**config.mk**
```make
export PLATFORM = sky130hd
export DESIGN_NAME = row_scan_decoder_flat
export DESIGN_NICKNAME = d
export VERILOG_FILES = /design/src/rtl/row_scan_if.sv /design/src/rtl/row_scan_decoder.sv /design/src/flat_wrapper.sv
export SDC_FILE = /design/constraint.sdc
export NUM_CORES = 1
export LEC_CHECK = 0
export ABC_CLOCK_PERIOD_IN_PS = 1300
export BUFFER_PORTS_ARGS = -buffer_cell sky130_fd_sc_hd__buf_2
export CAP_MARGIN = 20
export CORE_UTILIZATION = 48
export DETAILED_ROUTE_END_ITERATION = 10
export GPL_TIMING_DRIVEN = 0
export PLACE_DENSITY = 0.73
export SYNTH_ARGS = -nofsm -noshare
export SYNTH_HDL_FRONTEND = slang
export SYNTH_SLANG_ARGS = --single-unit
```
**constraint.sdc**
```tcl
create_clock -name clk -period 1.3 [get_ports clk]
set_input_delay 0.195 -clock clk [delete_from_list [all_inputs] [get_ports clk]]
set_output_delay 0.195 -clock clk [all_outputs]
set_load 0.01 [all_outputs]
```
**src/rtl/row_scan_if.sv**
```systemverilog
// row_scan_if: control inputs and row-select outputs of the LED-matrix row scanner.
interface row_scan_if #(parameter int N = 3);
  logic ena;
  logic mode;
  logic [N-1:0] manual_addr;
  logic [2**N-1:0] out;
  logic [N-1:0] addr;
  logic row_strobe;
  logic frame_done;
  modport master (output ena, mode, manual_addr, input out, addr, row_strobe, frame_done);
  modport slave (input ena, mode, manual_addr, output out, addr, row_strobe, frame_done);
endinterface

```
**src/rtl/row_scan_decoder.sv**
```systemverilog
// row_scan_decoder: registered one-hot row scanner with programmable dwell, blanking gaps and manual addressing.
module row_scan_decoder #(
  parameter int N = 3,
  parameter int PRESCALE = 4,
  parameter int BLANK = 1
) (
  input logic clk,
  input logic rst,
  row_scan_if.slave bus
);
  localparam int R = 2**N;
  localparam int MX = PRESCALE > BLANK ? PRESCALE : BLANK;
  localparam int CW = $clog2(MX + 1);
  localparam logic [CW-1:0] PL = CW'(PRESCALE - 1);
  localparam logic [CW-1:0] BL = CW'(BLANK > 0 ? BLANK - 1 : 0);
  typedef enum logic [1:0] {IDLE, BLNK, DRIVE} state_t;
  state_t state_q, state_d;
  logic [CW-1:0] cnt_q, cnt_d;
  logic [N-1:0] addr_q, addr_d, nxt;
  logic [R-1:0] out_q, out_d;
  logic strobe_q, strobe_d, done_q, done_d, last;
  always_comb begin
    nxt = bus.mode ? bus.manual_addr : addr_q + 1'b1;
    last = cnt_q == '0;
    state_d = state_q;
    cnt_d = cnt_q;
    addr_d = addr_q;
    out_d = out_q;
    strobe_d = 1'b0;
    done_d = 1'b0;
    if (!bus.ena) begin
      state_d = IDLE;
      cnt_d = '0;
      out_d = '0;
    end else begin
      case (state_q)
        IDLE: begin
          state_d = BLANK > 0 ? BLNK : DRIVE;
          cnt_d = BLANK > 0 ? BL : PL;
          out_d = BLANK > 0 ? '0 : R'(1) << addr_q;
          strobe_d = BLANK == 0;
        end
        BLNK: begin
          state_d = last ? DRIVE : BLNK;
          cnt_d = last ? PL : cnt_q - 1'b1;
          out_d = last ? R'(1) << addr_q : '0;
          strobe_d = last;
        end
        DRIVE: begin
          cnt_d = cnt_q - 1'b1;
          // Row boundary: the next address is latched here, so mid-row input changes wait
          if (last) begin
            addr_d = nxt;
            done_d = !bus.mode && (&addr_q);
            state_d = BLANK > 0 ? BLNK : DRIVE;
            cnt_d = BLANK > 0 ? BL : PL;
            out_d = BLANK > 0 ? '0 : R'(1) << nxt;
            strobe_d = BLANK == 0;
          end
        end
        default: state_d = IDLE;
      endcase
    end
  end
  always_ff @(posedge clk or negedge rst) begin
    if (!rst) begin
      state_q <= IDLE;
      cnt_q <= '0;
      addr_q <= '0;
      out_q <= '0;
      strobe_q <= 1'b0;
      done_q <= 1'b0;
    end else begin
      state_q <= state_d;
      cnt_q <= cnt_d;
      addr_q <= addr_d;
      out_q <= out_d;
      strobe_q <= strobe_d;
      done_q <= done_d;
    end
  end
  assign bus.out = out_q;
  assign bus.addr = addr_q;
  assign bus.row_strobe = strobe_q;
  assign bus.frame_done = done_q;
endmodule

```
**src/flat_wrapper.sv**
```systemverilog
// flat-port wrapper written by rule: the top's interface ports become plain ports
module row_scan_decoder_flat 
#(
  parameter int N = 3,
  parameter int PRESCALE = 4,
  parameter int BLANK = 1
)
  (clk, rst, bus_ena, bus_mode, bus_manual_addr, bus_out, bus_addr, bus_row_strobe, bus_frame_done);
  row_scan_if #(.N(N)) bus_i ();
  input logic clk;
  input logic rst;
  input wire logic [$bits(bus_i.ena)-1:0] bus_ena;
  input wire logic [$bits(bus_i.mode)-1:0] bus_mode;
  input wire logic [$bits(bus_i.manual_addr)-1:0] bus_manual_addr;
  output wire logic [$bits(bus_i.out)-1:0] bus_out;
  output wire logic [$bits(bus_i.addr)-1:0] bus_addr;
  output wire logic [$bits(bus_i.row_strobe)-1:0] bus_row_strobe;
  output wire logic [$bits(bus_i.frame_done)-1:0] bus_frame_done;
  assign bus_i.ena = bus_ena;
  assign bus_i.mode = bus_mode;
  assign bus_i.manual_addr = bus_manual_addr;
  assign bus_out = bus_i.out;
  assign bus_addr = bus_i.addr;
  assign bus_row_strobe = bus_i.row_strobe;
  assign bus_frame_done = bus_i.frame_done;
  row_scan_decoder #(.N(N), .PRESCALE(PRESCALE), .BLANK(BLANK)) u_core (.clk(clk), .rst(rst), .bus(bus_i));
endmodule
```
Word level (Yosys, flattened, before mapping)
Index checks and enable logic that the tools add are counted.
Word-level totals
  word-level logic and storage cells: 38
  register bits: 18
Operators by class
  reduce and logical (&&, ||, !) cells: 7
  equal/unequal tests: 4
  add/sub/neg operators: 2
  mux-type cells: 18
  shifts and indexed selects: 1
Operators with widths (count)
  8-bit two-way mux: 3
  8-bit case mux with 3 select lines: 1
  3-bit two-way mux: 4
  3-bit case mux with 3 select lines: 1
  1-bit by 3-bit << shifter with 8-bit output (first input constant): 1
  2-bit two-way mux: 3
  2-bit case mux with 3 select lines: 1
  3-bit AND reduction: 2
  1-bit two-way mux: 5
  4-bit by 1-bit inequality test with 1-bit output (second input constant): 1
  3-bit by 1-bit adder with 3-bit output (second input constant): 1
  3-bit zero test: 1
  3-bit by 2-bit inequality test with 1-bit output (second input constant): 1
  3-bit by 1-bit subtractor with 3-bit output (second input constant): 1
  2-bit by 1-bit equality test with 1-bit output (second input constant): 1
  2-bit equality test (second input constant): 1
  2-bit zero test: 1
  2-bit AND reduction: 1
  1-bit logical AND: 1
  1-bit zero test: 1

Longest topological paths before layout
  word-level depth: 5
  mapped depth: 6
  gate-level depth less buffers: 5

Worst setup path after synthesis
Ideal clock, no wire load.
  path kind: register to register
  start point: reg u_core.state_q[0]
  end point: reg u_core.out_q[0], in the netlist u_core.bus.out[0]
  library setup time: 0.126 ns
  stages on the path, launching flop included: 7
  required time: 1.174 ns
  path buffers: 1
  period minus slack after synthesis: 1.473 ns
  slack: -0.173 ns
  arrival: 1.348 ns
  path through: dfrtp_1 inv_1 ha_1 nor3b_1 or2_1 buf_6 o21ai_2
On the way
  longest elaborated chain between the ends: 3
  elaborated cells on any way between the ends: 8
  those cells by class: eq/ne (4); mux (2); reduce/logical (2)
Ends and longest elaborated chain
  start: declaration: RTL line row_scan_decoder.sv:17  | state_t state_q, state_d;
  start signal: assignment: RTL line row_scan_decoder.sv:74  | state_q <= state_d;
  2-bit equality test, or another cell as far along: RTL line row_scan_decoder.sv:36  | case (state_q)
  8-bit case mux with 3 select lines, or another cell as far along: RTL line row_scan_decoder.sv:36
  8-bit two-way mux or 2-bit AND reduction (tied branches)
  end signal: assignment: RTL line row_scan_decoder.sv:77  | out_q <= out_d;
  end: declaration: RTL line row_scan_decoder.sv:20  | logic [R-1:0] out_q, out_d;
Several ways; a longest one is shown, not always the timed one.
A chain may end at the register's enable or synchronous reset.

Worst setup path in the final report
  start point: reg u_core.cnt_q[2]
  end point: reg u_core.out_q[0], in the netlist u_core.bus.out[0]
On the way
  longest elaborated chain between the ends: 4
  elaborated cells on any way between the ends: 6
  those cells by class: eq/ne (1); mux (3); reduce/logical (2)
Ends and longest elaborated chain
  start: declaration: RTL line row_scan_decoder.sv:18  | logic [CW-1:0] cnt_q, cnt_d;
  start signal: assignment: RTL line row_scan_decoder.sv:75  | cnt_q <= cnt_d;
  3-bit zero test *: RTL line row_scan_decoder.sv:24  | last = cnt_q == '0;
  8-bit two-way mux: RTL line row_scan_decoder.sv:46  | out_d = last ? R'(1) << addr_q : '0;
  8-bit case mux with 3 select lines: RTL line row_scan_decoder.sv:36
  8-bit two-way mux: RTL line row_scan_decoder.sv:31  | if (!bus.ena) begin
Mark *: on every way between the ends. The rest lies on a longest branch, timed or not.

==> impl_metrics.py <==
metrics = {
    "run_status": {
        "status": "finished with violations",
        "violations": "negative setup slack",
    },
    "cts": {
        "cts.clk_slew.worst_paths_ns": 0.11,
        "ctsLongestPathBuffers": 2,
        "insertion_delay_ns": 0.30,
        "cts_root_buffer": "clkbuf_4",
        "htree_levels": 1,
        "numCtsBuffers": 3,
        "cts_sinks": 18,
        "cts_tree": "built",
    },
    "critical_path": {
        "crit_required_ns": 1.49,
        "path_class": "register to register",
        "max_stage_delay_ns": 0.48,
        "cp.arrival_ns": 1.66,
        "path_delay_family": "compound AO/OA/AOI/OAI gates",
        "cpMaxStageDelayCell": "dfrtp_2",
        "crit_chain": "o311a_4 -> buf_4 -> o21ai_0 -> o21ai_2",
        "cp_num_buf_inv": 1,
        "worstSetupStartpoint": "u_core.cnt_q[2]",
        "cp-end-kind": "register",
        "critPathLaunchType": "register",
        "rr_startpoint": "u_core.cnt_q[2]",
        "path_max_fanout": 8,
    },
    "cells_and_area": {
        "finalNetCount": 152,
        "area_delta_synth_final_pct": 39.01,
        "final_area_um2": 1471,
        "diodes": 0,
        "finalNonFillerCells": 161,
        "drive_gt1_share_pct": 53.73,
        "utilization_pct": 72.77,
    },
    "sta": {
        "grt_setup_unrepaired": "true",
        "slew_headroom_pct": 72.44,
        "finalCritPeriodShare_pct": 112.6,
        "setup_viol": 17,
        "tightestPinTransition_ns": 0.4133,
        "period_needed_ns": 1.464,
        "fmax_ghz": 0.6830,
        "worst_slack_ns": -0.1642,
        "drv_slew": 0,
        "setup_tns_ns": -1.824,
        "hold-worst-slack_ns": 0.1300,
        "fin_skew_ns": 0.003281,
        "hold_violations": 0,
    },
    "drt": {
        "drc": 0,
        "post_drt_via_cell_ratio": 5.373,
        "dr_total_vias": 865,
        "ant_nets": 0,
        "first_pass_iters": 4,
        "drtIter0Drc": 18,
        "drt-total-wl_um": 2439,
        "wl_per_cell_um": 15.15,
    },
    "placed_design": {
        "place_inst": 142,
        "dp_hpwl_um": 1407,
        "post-place-ws_ns": -0.2462,
        "gp_congestion": 0.7297,
        "dpl-instance-area_um2": 1192,
        "port_buffers": 19,
    },
    "run": {
        "cap_violations": 0,
    },
    "pwr": {
        "internal_power_mw": 1.473,
        "seqPwrFrac_pct": 31.3,
        "pwr-share-clk_pct": 14.6,
        "switching_share_pct": 39.39,
        "cellPowerDensity_nw_per_um2": 1652,
        "ir_drop_mv": 1.068,
        "combPwrFrac_pct": 54.1,
        "leakagePower_nw": 0.7476,
        "finalPower_mw": 2.430,
        "p_sw_mw": 0.9574,
    },
    "global_route": {
        "grt_pass1_vias": 782,
        "grt_max_degree": 19,
        "grt_first_pass_wirelength_um": 3629,
        "antenna_found_initial": 0,
        "grt-ovfl-total": 0,
        "grt_usage_pct": 19.83,
    },
    "hold_path": {
        "hp-class": "primary input to register",
        "hp-start": "bus_mode",
    },
    "synthesis": {
        "syn-mean-instance-area_um2": 11.03,
        "synth_cell_types": 26,
        "ys_warn_count": 0,
        "syn_nets": 113,
        "syn-cell-area_um2": 1059,
        "seq_area_frac_synth_pct": 42.55,
        "ys_ff_latch": 18,
        "synth_cells": 96,
    },
    "floorplanning": {
        "die_h_um": 48.96,
        "coreArea_um2": 2022,
        "io_pins": 20,
        "die_w_um": 48.96,
        "die_area_um2": 2397,
        "std_cell_rows": 16,
        "initial_utilization_pct": 52.35,
    },
}
==> synthesized netlist by cell type <==
library cell  number  area, µm²
nand2_1            5      18.77
nor3b_1            1      7.510
or2_1              1      6.260
nor4b_4            1      23.77
o31a_2             2      20.02
xor2_1             1      8.760
mux2i_1            4      40.04
nor2_1             4      15.01
nand4_1            6      37.54
o21a_1             1      7.510
dfrtp_1           18      450.4
o21ai_2            8      70.07
o311a_4            1      21.27
o211ai_1           2      15.01
clkbuf_8           2      27.53
nand2_2            1      6.260
a21oi_1            2      10.01
nor3_1             1      5.000
inv_1              7      26.28
nor3b_2            1      12.51
buf_4              1      7.510
buf_6              2      22.52
nand3_1            3      15.01
ha_1              10      125.1
o41ai_1            1      8.760
o21ai_0           10      50.05
==> path summary, 6_finish.rpt <==
| check | end | slack (ns) | depth (start not counted) |
|---|---|---|---|
| worst max-delay path | u_core.bus.out[0] | -0.16 | 4 |
| worst max register to register | u_core.bus.out[0] | -0.16 | 4 |
| min in group asynchronous | u_core.bus.out[0] | 0.34 | 2 |
| max in group asynchronous | u_core.cnt_q[2] | 0.64 | 2 |
| worst min-delay path | u_core.bus.frame_done | 0.13 | 2 |
| worst min register to register | u_core.bus.out[3] | 0.50 | 2 |
==> routing by layer <==
metal	GRT usage [%]	part of all wire, %	vias to the layer above
met5	0	0	-
met2	30.56	47	29
li1	-	-	419
met1	28.95	47	412
met4	5.882	1.8	0
met3	2.804	3.9	5
==> power groups by stage <==
stage / logic [mW] / registers, mW / clock network, mW
after detailed placement: 0.847 / 0.770 / 0
after floorplan: 0.581 / 0.795 / 0
after global routing: 1.42 / 0.778 / 0.384
final: 1.32 / 0.761 / 0.354
after CTS: 1.13 / 0.752 / 0.361
after global placement: 0.817 / 0.767 / 0
==> cell families (layout without fill, tap and decap cells) <==
family	Yosys count	count (layout)	share of synthesized area [%]
fa+ha+maj	10	10	11.82
mux	4	4	3.783
buf+inv	12	50	7.921
xor+xnor	1	1	0.8276
compound gates	27	27	19.15
flops	18	18	42.55
simple gates	24	24	13.95
==> layout make-up <==
cell class | count | area [µm²]
fill | 139 | 550.5
clock buffer | 4 | 36.28
sequential | 18 | 451.7
multi-input combinational | 66 | 625.6
inverter | 7 | 26.28
buffer | 4 | 48.80
tap | 27 | 33.78
timing repair buffer | 35 | 249.0
==> cell usage in the layout (no fill, tap or decap) <==
master | Yosys | routed
o311a_4 | 1 | 1
inv_1 | 7 | 4
ha_4 | 0 | 3
buf_4 | 1 | 9
buf_8 | 0 | 1
nand4_1 | 6 | 6
nor2_1 | 4 | 4
nand2_4 | 0 | 1
o31a_4 | 0 | 1
buf_6 | 2 | 8
dlygate4sd3_1 | 0 | 1
buf_2 | 0 | 19
nor4b_4 | 1 | 1
inv_2 | 0 | 3
o21ai_2 | 8 | 9
o21a_1 | 1 | 1
nand2_1 | 5 | 2
nand3_1 | 3 | 1
nor3_4 | 0 | 1
o211ai_1 | 2 | 2
nand3_2 | 0 | 2
clkbuf_8 | 2 | 1
a21oi_1 | 2 | 2
clkbuf_4 | 0 | 3
or2_1 | 1 | 1
nor3b_2 | 1 | 1
nand2_2 | 1 | 3
xor2_1 | 1 | 1
nor3b_4 | 0 | 1
mux2i_1 | 4 | 4
dfrtp_1 | 18 | 17
ha_1 | 10 | 7
o21ai_0 | 10 | 3
buf_12 | 0 | 1
o21ai_1 | 0 | 6
o41ai_2 | 0 | 1
dfrtp_2 | 0 | 1
o31a_2 | 2 | 1
==> flip-flops by register name (all words and copies together), names as in the netlist <==
| signal | count |
|---|---|
| u_core.bus.addr | 3 |
| u_core.bus.row_strobe | 1 |
| u_core.bus.frame_done | 1 |
| u_core.bus.out | 8 |
| u_core.state_q | 2 |
| u_core.cnt_q | 3 |
==> worst register-to-register path: stages, from the launching register on <==
cell	delay, ns
dfrtp_2	0.48
o311a_4	0.41
buf_4	0.17
o21ai_0	0.23
o21ai_2	0.08
==> repair_timing <==
item                                   CTS  global route
setup endpoints to repair               18            18
hold buffers                             1             0
endpoints found under the hold margin   18             0
resized for setup                       16            21
gates cloned                             1             1
buffers inserted                        10             3
pin swaps                               12            16
Power figures use the tool's default switching activity.
